===== src/rtl/uart_pkg.sv =====
// Shared definitions for uart_param: parity encodings, frame FSM states and the parity helper.
package uart_pkg;

    localparam logic [1:0] PAR_NONE = 2'd0;
    localparam logic [1:0] PAR_ODD  = 2'd1;
    localparam logic [1:0] PAR_EVEN = 2'd2;

    typedef enum logic [2:0] {
        ST_IDLE,
        ST_START,
        ST_DATA,
        ST_PARITY,
        ST_STOP
    } uart_state_e;

    // Payload is zero-extended to 9 bits; the padding does not change the XOR.
    function automatic logic parity_bit(input logic [8:0] data, input logic [1:0] par);
        return (par == PAR_ODD) ? ~^data : ^data;
    endfunction

endpackage


===== src/rtl/uart_baud_tick.sv =====
// Restartable modulo-CLK_DIV counter with wrap, mid-bit and one-before-wrap ticks.
module uart_baud_tick #(
    parameter int CLK_DIV = 104
) (
    input  logic clk,
    input  logic rst,
    input  logic restart,
    output logic tick,
    output logic half_tick,
    output logic pre_tick
);

    localparam int CW = $clog2(CLK_DIV);
    localparam logic [CW-1:0] LAST = CW'(CLK_DIV - 1);
    localparam logic [CW-1:0] HALF = CW'(CLK_DIV / 2);
    localparam logic [CW-1:0] PRE  = CW'(CLK_DIV - 2);

    logic [CW-1:0] cnt_q, cnt_d;

    always_comb begin
        if (restart || cnt_q == LAST) cnt_d = '0;
        else                          cnt_d = cnt_q + 1'b1;
    end

    always_ff @(posedge clk or posedge rst) begin
        if (rst) cnt_q <= '0;
        else     cnt_q <= cnt_d;
    end

    assign tick      = (cnt_q == LAST);
    assign half_tick = (cnt_q == HALF);
    assign pre_tick  = (cnt_q == PRE);

endmodule


===== src/rtl/uart_param.sv =====
// Parametrised full-duplex UART (DATA_BITS, PARITY, STOP_BITS) with valid/ready TX and flagged RX.
// Optional UART_LOOPBACK_EN adds a loopback input routing the registered tx into the receiver.
module uart_param
    import uart_pkg::*;
#(
    parameter int CLK_DIV   = 104,
    parameter int DATA_BITS = 8,
    parameter int PARITY    = 0,
    parameter int STOP_BITS = 1
) (
    input  logic                 clk,
    input  logic                 rst,
`ifdef UART_LOOPBACK_EN
    input  logic                 loopback,
`endif
    input  logic                 rx,
    output logic                 tx,
    input  logic [DATA_BITS-1:0] tx_data,
    input  logic                 tx_valid,
    output logic                 tx_ready,
    output logic [DATA_BITS-1:0] rx_data,
    output logic                 rx_valid,
    output logic                 rx_parity_err,
    output logic                 rx_frame_err
);

    localparam int BW = $clog2(DATA_BITS);
    localparam logic [BW-1:0] LAST_BIT  = BW'(DATA_BITS - 1);
    localparam logic [BW-1:0] LAST_STOP = BW'(STOP_BITS - 1);
    localparam logic [1:0]    PAR       = 2'(PARITY);

    uart_state_e          tx_state_q, tx_state_d;
    logic [DATA_BITS-1:0] tx_word_q, tx_word_d;
    logic [BW-1:0]        tx_bit_q, tx_bit_d;
    logic                 tx_q, tx_d, tx_ready_q, tx_ready_d;
    logic                 tx_restart, tx_tick, tx_pre_tick, tx_half_unused, tx_accept;

    uart_state_e          rx_state_q, rx_state_d;
    logic [DATA_BITS-1:0] rx_word_q, rx_word_d, rx_data_q, rx_data_d;
    logic [BW-1:0]        rx_bit_q, rx_bit_d;
    logic                 rx_par_q, rx_par_d, rx_perr_q, rx_perr_d, rx_ferr_q, rx_ferr_d;
    logic                 rx_valid_q, rx_valid_d;
    logic                 rx_meta_q, rx_sync_q, rx_prev_q, rx_in, rx_fall;
    logic                 rx_restart, rx_half, rx_tick_unused, rx_pre_unused;

    uart_baud_tick #(.CLK_DIV(CLK_DIV)) u_tx_baud (
        .clk(clk), .rst(rst), .restart(tx_restart),
        .tick(tx_tick), .half_tick(tx_half_unused), .pre_tick(tx_pre_tick)
    );

    uart_baud_tick #(.CLK_DIV(CLK_DIV)) u_rx_baud (
        .clk(clk), .rst(rst), .restart(rx_restart),
        .tick(rx_tick_unused), .half_tick(rx_half), .pre_tick(rx_pre_unused)
    );

    assign tx_accept = tx_valid && tx_ready_q;

    always_comb begin
        tx_state_d = tx_state_q;
        tx_word_d  = tx_word_q;
        tx_bit_d   = tx_bit_q;
        tx_d       = tx_q;
        tx_ready_d = tx_ready_q;
        tx_restart = 1'b0;
        case (tx_state_q)
            ST_IDLE: begin
                tx_d = 1'b1;
                if (tx_accept) begin
                    tx_word_d  = tx_data;
                    tx_d       = 1'b0;
                    tx_ready_d = 1'b0;
                    tx_restart = 1'b1;
                    tx_state_d = ST_START;
                end
            end
            ST_START: if (tx_tick) begin
                tx_d       = tx_word_q[0];
                tx_bit_d   = '0;
                tx_state_d = ST_DATA;
            end
            ST_DATA: if (tx_tick) begin
                if (tx_bit_q == LAST_BIT) begin
                    tx_bit_d = '0;
                    if (PAR != PAR_NONE) begin
                        tx_d       = parity_bit(9'(tx_word_q), PAR);
                        tx_state_d = ST_PARITY;
                    end else begin
                        tx_d       = 1'b1;
                        tx_state_d = ST_STOP;
                    end
                end else begin
                    tx_bit_d = tx_bit_q + 1'b1;
                    tx_d     = tx_word_q[tx_bit_q + 1'b1];
                end
            end
            ST_PARITY: if (tx_tick) begin
                tx_d       = 1'b1;
                tx_state_d = ST_STOP;
            end
            ST_STOP: begin
                // Ready is raised one cycle early so a word can chain onto the final stop edge.
                if (tx_pre_tick && tx_bit_q == LAST_STOP) tx_ready_d = 1'b1;
                if (tx_tick) begin
                    if (tx_bit_q != LAST_STOP) begin
                        tx_bit_d = tx_bit_q + 1'b1;
                    end else if (tx_accept) begin
                        tx_word_d  = tx_data;
                        tx_d       = 1'b0;
                        tx_ready_d = 1'b0;
                        tx_restart = 1'b1;
                        tx_state_d = ST_START;
                    end else begin
                        tx_state_d = ST_IDLE;
                    end
                end
            end
            default: tx_state_d = ST_IDLE;
        endcase
    end

    always_ff @(posedge clk or posedge rst) begin
        if (rst) begin
            tx_state_q <= ST_IDLE;
            tx_word_q  <= '0;
            tx_bit_q   <= '0;
            tx_q       <= 1'b1;
            tx_ready_q <= 1'b1;
        end else begin
            tx_state_q <= tx_state_d;
            tx_word_q  <= tx_word_d;
            tx_bit_q   <= tx_bit_d;
            tx_q       <= tx_d;
            tx_ready_q <= tx_ready_d;
        end
    end

`ifdef UART_LOOPBACK_EN
    assign rx_in = loopback ? tx_q : rx;
    assign tx    = loopback ? 1'b1 : tx_q;
`else
    assign rx_in = rx;
    assign tx    = tx_q;
`endif

    assign rx_fall = rx_prev_q && !rx_sync_q;

    always_comb begin
        rx_state_d = rx_state_q;
        rx_word_d  = rx_word_q;
        rx_bit_d   = rx_bit_q;
        rx_par_d   = rx_par_q;
        rx_data_d  = rx_data_q;
        rx_perr_d  = rx_perr_q;
        rx_ferr_d  = rx_ferr_q;
        rx_valid_d = 1'b0;
        rx_restart = 1'b0;
        case (rx_state_q)
            ST_IDLE: if (rx_fall) begin
                rx_restart = 1'b1;
                rx_state_d = ST_START;
            end
            ST_START: if (rx_half) begin
                rx_bit_d   = '0;
                rx_state_d = rx_sync_q ? ST_IDLE : ST_DATA;
            end
            ST_DATA: if (rx_half) begin
                rx_word_d[rx_bit_q] = rx_sync_q;
                if (rx_bit_q == LAST_BIT) rx_state_d = (PAR != PAR_NONE) ? ST_PARITY : ST_STOP;
                else                      rx_bit_d   = rx_bit_q + 1'b1;
            end
            ST_PARITY: if (rx_half) begin
                rx_par_d   = rx_sync_q;
                rx_state_d = ST_STOP;
            end
            ST_STOP: if (rx_half) begin
                rx_data_d  = rx_word_q;
                rx_perr_d  = (PAR != PAR_NONE) && (rx_par_q != parity_bit(9'(rx_word_q), PAR));
                rx_ferr_d  = !rx_sync_q;
                rx_valid_d = 1'b1;
                rx_state_d = ST_IDLE;
            end
            default: rx_state_d = ST_IDLE;
        endcase
    end

    always_ff @(posedge clk or posedge rst) begin
        if (rst) begin
            rx_meta_q  <= 1'b1;
            rx_sync_q  <= 1'b1;
            rx_prev_q  <= 1'b1;
            rx_state_q <= ST_IDLE;
            rx_word_q  <= '0;
            rx_bit_q   <= '0;
            rx_par_q   <= 1'b0;
            rx_data_q  <= '0;
            rx_perr_q  <= 1'b0;
            rx_ferr_q  <= 1'b0;
            rx_valid_q <= 1'b0;
        end else begin
            rx_meta_q  <= rx_in;
            rx_sync_q  <= rx_meta_q;
            rx_prev_q  <= rx_sync_q;
            rx_state_q <= rx_state_d;
            rx_word_q  <= rx_word_d;
            rx_bit_q   <= rx_bit_d;
            rx_par_q   <= rx_par_d;
            rx_data_q  <= rx_data_d;
            rx_perr_q  <= rx_perr_d;
            rx_ferr_q  <= rx_ferr_d;
            rx_valid_q <= rx_valid_d;
        end
    end

    assign tx_ready      = tx_ready_q;
    assign rx_data       = rx_data_q;
    assign rx_valid      = rx_valid_q;
    assign rx_parity_err = rx_perr_q;
    assign rx_frame_err  = rx_ferr_q;

endmodule


===== config.mk =====
export PLATFORM = sky130hd
export DESIGN_NAME = uart_param
export DESIGN_NICKNAME = d
export VERILOG_FILES = /design/src/rtl/uart_pkg.sv /design/src/rtl/uart_baud_tick.sv /design/src/rtl/uart_param.sv
export SDC_FILE = /design/constraint.sdc
export NUM_CORES = 1
export LEC_CHECK = 0
export CORE_MARGIN = 4
export CORE_UTILIZATION = 45
export CTS_CLUSTER_DIAMETER = 40
export DETAILED_ROUTE_END_ITERATION = 16
export SYNTH_ARGS = -nofsm -noshare
export SYNTH_HDL_FRONTEND = slang
export SYNTH_SLANG_ARGS = --single-unit
export TNS_END_PERCENT = 100

===== constraint.sdc =====
create_clock -name clk -period 2.65 [get_ports clk]
set_input_delay 0.795 -clock clk [delete_from_list [all_inputs] [get_ports clk]]
set_output_delay 0.795 -clock clk [all_outputs]
set_load 0.03 [all_outputs]

---- Word level (Yosys, flattened, before mapping) ----
Index checks and enable logic that the tools add are counted.
word-level totals
  flip-flop bits (word level) ............. 57
  bits in latches ......................... 0
  RAM bits ................................ 0
  bits in read-only memories .............. 0
  bits of input ports ..................... 12
  output and inout port bits .............. 13
  memories ................................ 0
operators by class
  add/sub/neg operators ................... 4
  multiply operators ...................... 0
  divide/modulo/power cells ............... 0
  $lt $le $gt $ge ......................... 3
  equal/unequal tests ..................... 30
  shift operators ......................... 0
  muxes and demuxes ....................... 59
  bitwise gates (word level) .............. 0
  reductions and logical operators ........ 24
operator list
  kind                   number
  $mux W3                20
  $ne A2 B2 Y1 const B   16
  $pmux W3 S5            2
  $mux W8                3
  $mux W1                22
  $eq A7 B7 Y1 const B   3
  $pmux W8 S2            1
  $add A7 B1 Y7 const B  2
  $mux W7                2
  $reduce_and A7 Y1      2
  $eq A3 B2 Y1 const B   4
  $eq A3 B3 Y1 const B   4
  $logic_not A3 Y1       3
  $pmux W3 S3            1
  $bwmux W8              1
  $lt A3 B4 Y1 const B   2
  $eq A7 B6 Y1 const B   1
  $add A3 B1 Y3 const B  2
  $eq A3 B1 Y1 const B   2
  $pmux W3 S2            1
  $reduce_and A2 Y1      3
  $reduce_and A6 Y1      1
  $reduce_bool A3 Y1     2
  $pmux W1 S5            1
  13 further kinds       19

---- Logic depth before layout (Yosys ltp) ----
Gate-level depths: netlist of the first run.
  depth in word-level cells ............... 7
  depth in mapped cells ................... 9
  mapped depth without buffers ............ 7

---- Cells and area by module ----
From an unflattened synthesis of the first run, not the netlist that was laid out.
second synthesis, totals
  cells, all modules ...................... 254
  area total of the unflattened synthesis .. 2816.5 um^2
modules (own cells, without submodules)
  module                       instances  cells each  area an instance (um^2)  sequential area each (um^2)
  uart_param                   1          172         2072.0                   1082.3
  uart_baud_tick at u_tx_baud  1          42          377.9                    175.2
  uart_baud_tick at u_rx_baud  1          40          366.6                    175.2

---- Least setup slack after synthesis of the first run ----
Ideal clock, no wire load.
  path type ............................... register -> register
  from .................................... reg tx_bit_q[0]
  to ...................................... reg tx_q (netlist: tx)
  setup time .............................. 82 ps
  arrival time ............................ 1920 ps
  required time ........................... 2568 ps
  path slack .............................. 648 ps
  stages on the path, launching flop included .. 8
  clock period less this slack ............ 2002 ps
  path through ............................ dfrtp_1 inv_1 ha_1 mux4_2 mux2_2 o21ai_0 nand2_1 mux2_2
on the way
  longest elaborated chain between the ends .. 6
RTL lines
  element                        line               RTL
  start, declared                uart_param.sv:34   logic [BW-1:0] tx_bit_q, tx_bit_d;
  start signal, assigned         uart_param.sv:131  tx_bit_q <= tx_bit_d;
  $add A3 B1 Y3                  uart_param.sv:93   tx_d = tx_word_q[tx_bit_q + 1'b1];
  $bmux W1 S3                    uart_param.sv:93
  $mux W1 (not written as such)  uart_param.sv:93
  $mux W1                        uart_param.sv:82   if (tx_bit_q == LAST_BIT) begin
  $mux W1                        uart_param.sv:81   ST_DATA: if (tx_tick) begin
  $pmux W1 S5                    uart_param.sv:65   case (tx_state_q)
  end signal, assigned           uart_param.sv:132  tx_q <= tx_d;
  end, declared                  uart_param.sv:35   logic tx_q, tx_d, tx_ready_q, tx_ready_d;
Parallel ways exist; a longest one is shown, timed or not. The select of a mux whose other input is x is not followed.
A chain may end at the register's enable or synchronous reset.

---- Worst setup path after layout of the first run ----
  from .................................... reg tx_ready_q (netlist: tx_ready)
  to ...................................... out tx_ready
RTL lines
  element                 line               RTL
  start, declared         uart_param.sv:35
  start signal, assigned  uart_param.sv:133  tx_ready_q <= tx_ready_d;
  end, declared           uart_param.sv:20   output logic tx_ready,
No word-level cell between the ends.

==> results_dict.tcl, run 1 <==
set metrics [dict create \
    cts_tree "done" \
    critPathKind "reg2out" \
    grt_max_degree 58 \
    grt-ovfl-total 0 \
    hold_path_class "reg2reg" \
    drt_iter0_drc 45 \
    min_to "rx_sync_q" \
    min_from "rx_meta_q" \
    layout_setup_ws_ns 0.292 \
    synth-edff-count 0 \
    clock_sinks 57 \
    synth_nets 257 \
    drive_gt1_frac 0.214 \
    post_cts_resized 0 \
    finalWirelength_um 4500 \
    nFillCells 527 \
    synth_top_area_share 0.480 \
    cp_cell_sequence "clkdlybuf4s50_1" \
    die_area_um2 7330 \
    cp-end-kind "output port" \
    p_per_area_nw_per_um2 620 \
    outcome "completed" \
    gp_congestion 0.775 \
    first_pass_iters 4 \
    met2_length_um 2140 \
    hold_viol 0 \
    async_reset_ff_frac 1.00 \
    relSlewSlack 0.430 \
    crit_path_max_fanout 6 \
    p_leak_nw 1.49 \
    drc_errors 0 \
    rsz0062_at_grt "no" \
    antenna_found_initial 0 \
    critPathRequiredTime_ns 1.86 \
    ys_types 41 \
    path_clk_slew_ns 0.06 \
    multi_input_comb_area_um2 1190 \
    die_w_um 85.6 \
    yosys.area.top_type "dfrtp_1" \
    finalCriticalPeriod_ns 2.36 \
    worst_hold_path.num_cells 0 \
    cp_num_buf_inv 1 \
    cts_root_buf "clkbuf_8" \
    yosysMostFrequentCell "dfrtp_1" \
    start_kind "flip-flop" \
    dp_hpwl_um 3050 \
    grt_pass1_wl_um 8160 \
    netlist_instances 236 \
    post-route-period-util 0.890 \
    synth.cell_area_um2 2710 \
    wl_met3_um 155 \
    tightest_slew_ns 0.845 \
    track_usage 0.143 \
    max_freq_mhz 424 \
    final_util 0.542 \
    seqCellArea_um2 1430 \
    io_pins 25 \
    finalClockSkew_ns 0.00735 \
    avgSynthCellArea_um2 11.5 \
    ant_nets 0 \
    port-buffer-count 23 \
    area_growth_pct 17.6 \
    vdd_drop_max_v 0.000369 \
    htree_levels 3 \
    insertion_delay_ns 0.32 \
    ctsHoldBuffers 0 \
    initial_core_util 0.461 \
    fin_nets 283 \
    yosysSeqAreaShare 0.528 \
    cts_buffer_depth 2 \
    regToRegEndpoint "rx_data[0]" \
    cts-buffers-inserted 9 \
    grt_pass1_vias 1817 \
    reg2reg_from "u_rx_baud.cnt_q[0]" \
    p_total_w 0.00198 \
    yosys_warnings 0 \
    critPathSlowestCell "clkdlybuf4s50_1" \
    post_cts_buffers 0 \
    diodes 0 \
    viasPerCell 5.14 \
    avgRoutedWirePerCell_um 13.2 \
    drv_slew 0 \
    rr_worst_depth 6 \
    cp.arrival_ns 1.56 \
    vias 1752 \
    ys_top_cells_by_area "dfrtp_1, mux2_2, dfstp_2" \
    place_ws_ns 0.397 \
    setup_viol 0 \
    die_h_um 85.6 \
    synthFlopType "dfrtp_1" \
    regToRegSetupSlack_ns 0.55 \
    ys_seq_elements 57 \
    m1WireLength_um 2130 \
    cpPeakStageDelay_ns 0.67 \
    row_count 28 \
    cap_viol_max_count 0 \
    core-area_um2 5890 \
    top_layer "met4" \
    critPathTopFamily "buffers and inverters" \
    setup-tns-final_ns 0 \
    synthTopCellsByCount "dfrtp_1, mux2_2, nor2_1, nand3_1, inv_1" \
]
-- worst register-to-register path: cells and delay by family (launching register included) --
kind	cells	cell delay, ns
buffers and inverters	1	0.07
and+or+nand+nor	3	0.95
adders and majority gates	1	0.14
muxes	1	0.42
DFF	1	0.41
-- through the flow --
stage,area [µm²],instances,hold slack [ns]
floorplan,2710,236,0.345
global placement,3010,326,0.346
detailed placement,3010,326,0.347
CTS,3190,341,0.361
global route,3190,341,0.367
finish,3190,341,0.358
-- state kept, by name (all words and copies together) (netlist names), 3 cells and up --
| name | flops |
|---|---|
| rx_bit_q | 3 |
| rx_data | 8 |
| rx_state_q | 3 |
| rx_word_q | 8 |
| tx_bit_q | 3 |
| tx_state_q | 3 |
| tx_word_q | 8 |
| u_rx_baud.cnt_q | 7 |
| u_tx_baud.cnt_q | 7 |
-- placed cells by master, fill, tap and decap left out, types with 9 or more instances in the layout --
| cell type | instances |
|---|---|
| dfrtp_1 | 52 |
| nor2_1 | 28 |
| mux2_2 | 28 |
| clkdlybuf4s50_1 | 23 |
| nand3_1 | 13 |
| clkbuf_8 | 12 |
| inv_1 | 10 |
| o21ai_0 | 10 |
| nand2_1 | 9 |
| ha_1 | 9 |
-- logic make-up after synthesis --
family	share of synthesized area
and+or+nand+nor	0.156
DFF	0.528
muxes	0.144
AOI/OAI and AO/OA	0.0678
buffers and inverters	0.0323
adders and majority gates	0.0415
xor gates and xnor gates	0.0291
other	0.00138
-- power by group --
group / switching, W / total (W) / leakage (nW) / internal (W)
clock network: 0.000317 / 0.000722 / 0.0980 / 0.000405
registers: 0.0000867 / 0.00103 / 0.743 / 0.000940
logic: 0.000121 / 0.000230 / 0.647 / 0.000108
-- per-layer routing --
| layer | vias to the layer above | global-route usage |
|---|---|---|
| met2 | 19 | 0.224 |
| met5 | - | 0 |
| li1 | 871 | - |
| met3 | 6 | 0.0442 |
| met4 | 0 | 0.0691 |
| met1 | 856 | 0.181 |
-- how the worst max path moves through the flow --
stage	from	endpoint	slack [ns]	depth (start not counted)
floorplan	rst	rx_bit_q[0]	0.46	1
global placement	tx_valid	tx	0.42	5
detailed placement	tx_valid	tx	0.40	5
CTS	tx_ready	tx_ready	0.26	1
global route	tx_ready	tx_ready	0.24	1
finish	tx_ready	tx_ready	0.29	1
-- area by class of cell --
type | count | area share
well taps | 75 | 0.0294
clock inverters | 3 | 0.00471
flip-flops and latches | 57 | 0.449
multi-input cells | 159 | 0.373
repair buffers | 24 | 0.0785
inverters | 11 | 0.0129
clock buffers | 12 | 0.0518
(Power assumes the default switching activity.)
==> run 2, diff against run 1 <==
==> constraint.sdc (replaced) <==
create_clock -name clk -period 2.35 [get_ports clk]
set_input_delay 0.705 -clock clk [delete_from_list [all_inputs] [get_ports clk]]
set_output_delay 0.705 -clock clk [all_outputs]
set_load 0.03 [all_outputs]
==> run 2 against run 1 <==
Against the previous run: routed wire length increased by 3.2%; clock-buffer cell count decreased by 3; worst setup slack got worse by 0.21 ns; sequential power up 13%; clock power increased by 6.1%; design area is 0.51% higher; utilization is 0.28 points higher; largest power group unchanged.
==> results_dict.tcl, run 2 (synthesized netlist as in run 1, its figures left out) <==
set metrics [dict create \
    final_cell_mix "dfrtp_1, nor2_1, mux2_2" \
    reg2reg_from "tx_bit_q[0]" \
    cap_viol_max_count 0 \
    grt-ovfl-total 0 \
    dp_hpwl_um 3260 \
    cts_root_buf "clkbuf_8" \
    setup-tns-final_ns 0 \
    grt_max_degree 18 \
    top_layer "met4" \
    start_kind "flip-flop" \
    initial_core_util 0.461 \
    die_h_um 85.6 \
    postPlaceCellArea_um2 3030 \
    critPathKind "reg2out" \
    cp_cell_sequence "clkdlybuf4s50_1" \
    fin_nets 288 \
    finalWirelength_um 4650 \
    cts_buffer_depth 2 \
    p_per_area_nw_per_um2 682 \
    outcome "completed" \
    m1WireLength_um 2200 \
    crit_cells 1 \
    antenna_found_initial 0 \
    gp_congestion 0.754 \
    area_growth_pct 18.2 \
    port-buffer-count 23 \
    clock_sinks 57 \
    row_count 28 \
    finalCriticalPeriod_ns 2.27 \
    first_pass_iters 4 \
    setup_viol 0 \
    finalClockSkew_ns 0.00889 \
    track_usage 0.147 \
    vias 1764 \
    cp.arrival_ns 1.57 \
    post_cts_buffers 0 \
    relSlewSlack 0.659 \
    cts-buffers-inserted 9 \
    met2_length_um 2240 \
    critPathSlowestCell "clkdlybuf4s50_1" \
    die_area_um2 7330 \
    grt_pass1_vias 1806 \
    viasPerCell 5.08 \
    core-area_um2 5890 \
    die_w_um 85.6 \
    tightest_slew_ns 0.509 \
    wl_met3_um 155 \
    ant_nets 0 \
    insertion_delay_ns 0.33 \
    avgRoutedWirePerCell_um 13.4 \
    p_leak_nw 1.49 \
    drv_slew 0 \
    path_clk_slew_ns 0.07 \
    io_pins 25 \
    vdd_drop_max_v 0.000497 \
    crit_path_max_fanout 6 \
    cp_num_buf_inv 1 \
    cp-end-kind "output port" \
    final_common_cell "dfrtp_1" \
    cts_tree "done" \
    grt_pass1_wl_um 8420 \
    cpPeakStageDelay_ns 0.67 \
    hold_path_class "reg2reg" \
    drive_gt1_frac 0.232 \
    min_from "rx_meta_q" \
    diodes 0 \
    htree_levels 3 \
    hold_viol 0 \
    drc_errors 0 \
    crit_start "tx_ready" \
    stdcell_area_um2 3210 \
    post_cts_resized 0 \
    max_freq_mhz 440 \
    critPathRequiredTime_ns 1.64 \
    drt_iter0_drc 48 \
    critPathTopFamily "buffers and inverters" \
    rsz0062_at_grt "no" \
    ctsHoldBuffers 0 \
    rr_worst_depth 7 \
    post-route-period-util 0.967 \
    worst_hold_path.num_cells 0 \
]
## run 2: path summary, 6_finish.rpt
check | to | slack, ns
max reg2reg | tx | 0.23
min | rx_sync_q | 0.36
max | tx_ready | 0.08
max in group asynchronous | rx_sync_q | 1.09
min in group asynchronous | u_tx_baud.cnt_q[3] | 0.68
min reg2reg | rx_sync_q | 0.36
## run 2: through the flow
stage	hold slack [ns]	util	total power, W	cells	worst slack, ns
floorplan	0.345	-	0.00136	236	0.254
global placement	0.348	0.516	0.00143	331	0.206
detailed placement	0.348	0.516	0.00144	331	0.164
CTS	0.366	0.545	0.00222	347	0.0563
global route	0.367	0.545	0.00234	347	0.0344
finish	0.363	0.545	0.00219	347	0.0776
## run 2: cell type report
class / count / area, µm²
Clock buffer: 9 / 124
Clock inverter: 7 / 47.5
Fill cell: 521 / 2680
Inverter: 11 / 41.3
Multi-Input combinational cell: 159 / 1190
Sequential cell: 57 / 1430
Tap cell: 75 / 93.8
Timing Repair Buffer: 29 / 275
## run 2: routing by layer
metal / vias to the layer above / GRT usage
met3: 6 / 0.0461
met2: 23 / 0.237
met1: 849 / 0.183
met4: 0 / 0.0604
met5: - / 0
li1: 886 / -
## run 2: power by group
part / leakage (nW) / total [W] / switching, W / internal [W]
clock: 0.0850 / 0.000766 / 0.000388 / 0.000378
sequential: 0.743 / 0.00116 / 0.0000976 / 0.00106
combinational: 0.666 / 0.000265 / 0.000140 / 0.000125
==> run 3, diff against run 2 <==
--- a/config.mk
+++ b/config.mk
@@ -12,4 +12,4 @@
 export SYNTH_ARGS = -nofsm -noshare
 export SYNTH_HDL_FRONTEND = slang
 export SYNTH_SLANG_ARGS = --single-unit
-export TNS_END_PERCENT = 100
+export TNS_END_PERCENT = 10
==> results of run 3 <==
No change in the layout: final DEF, timing and power equal those of run 2.
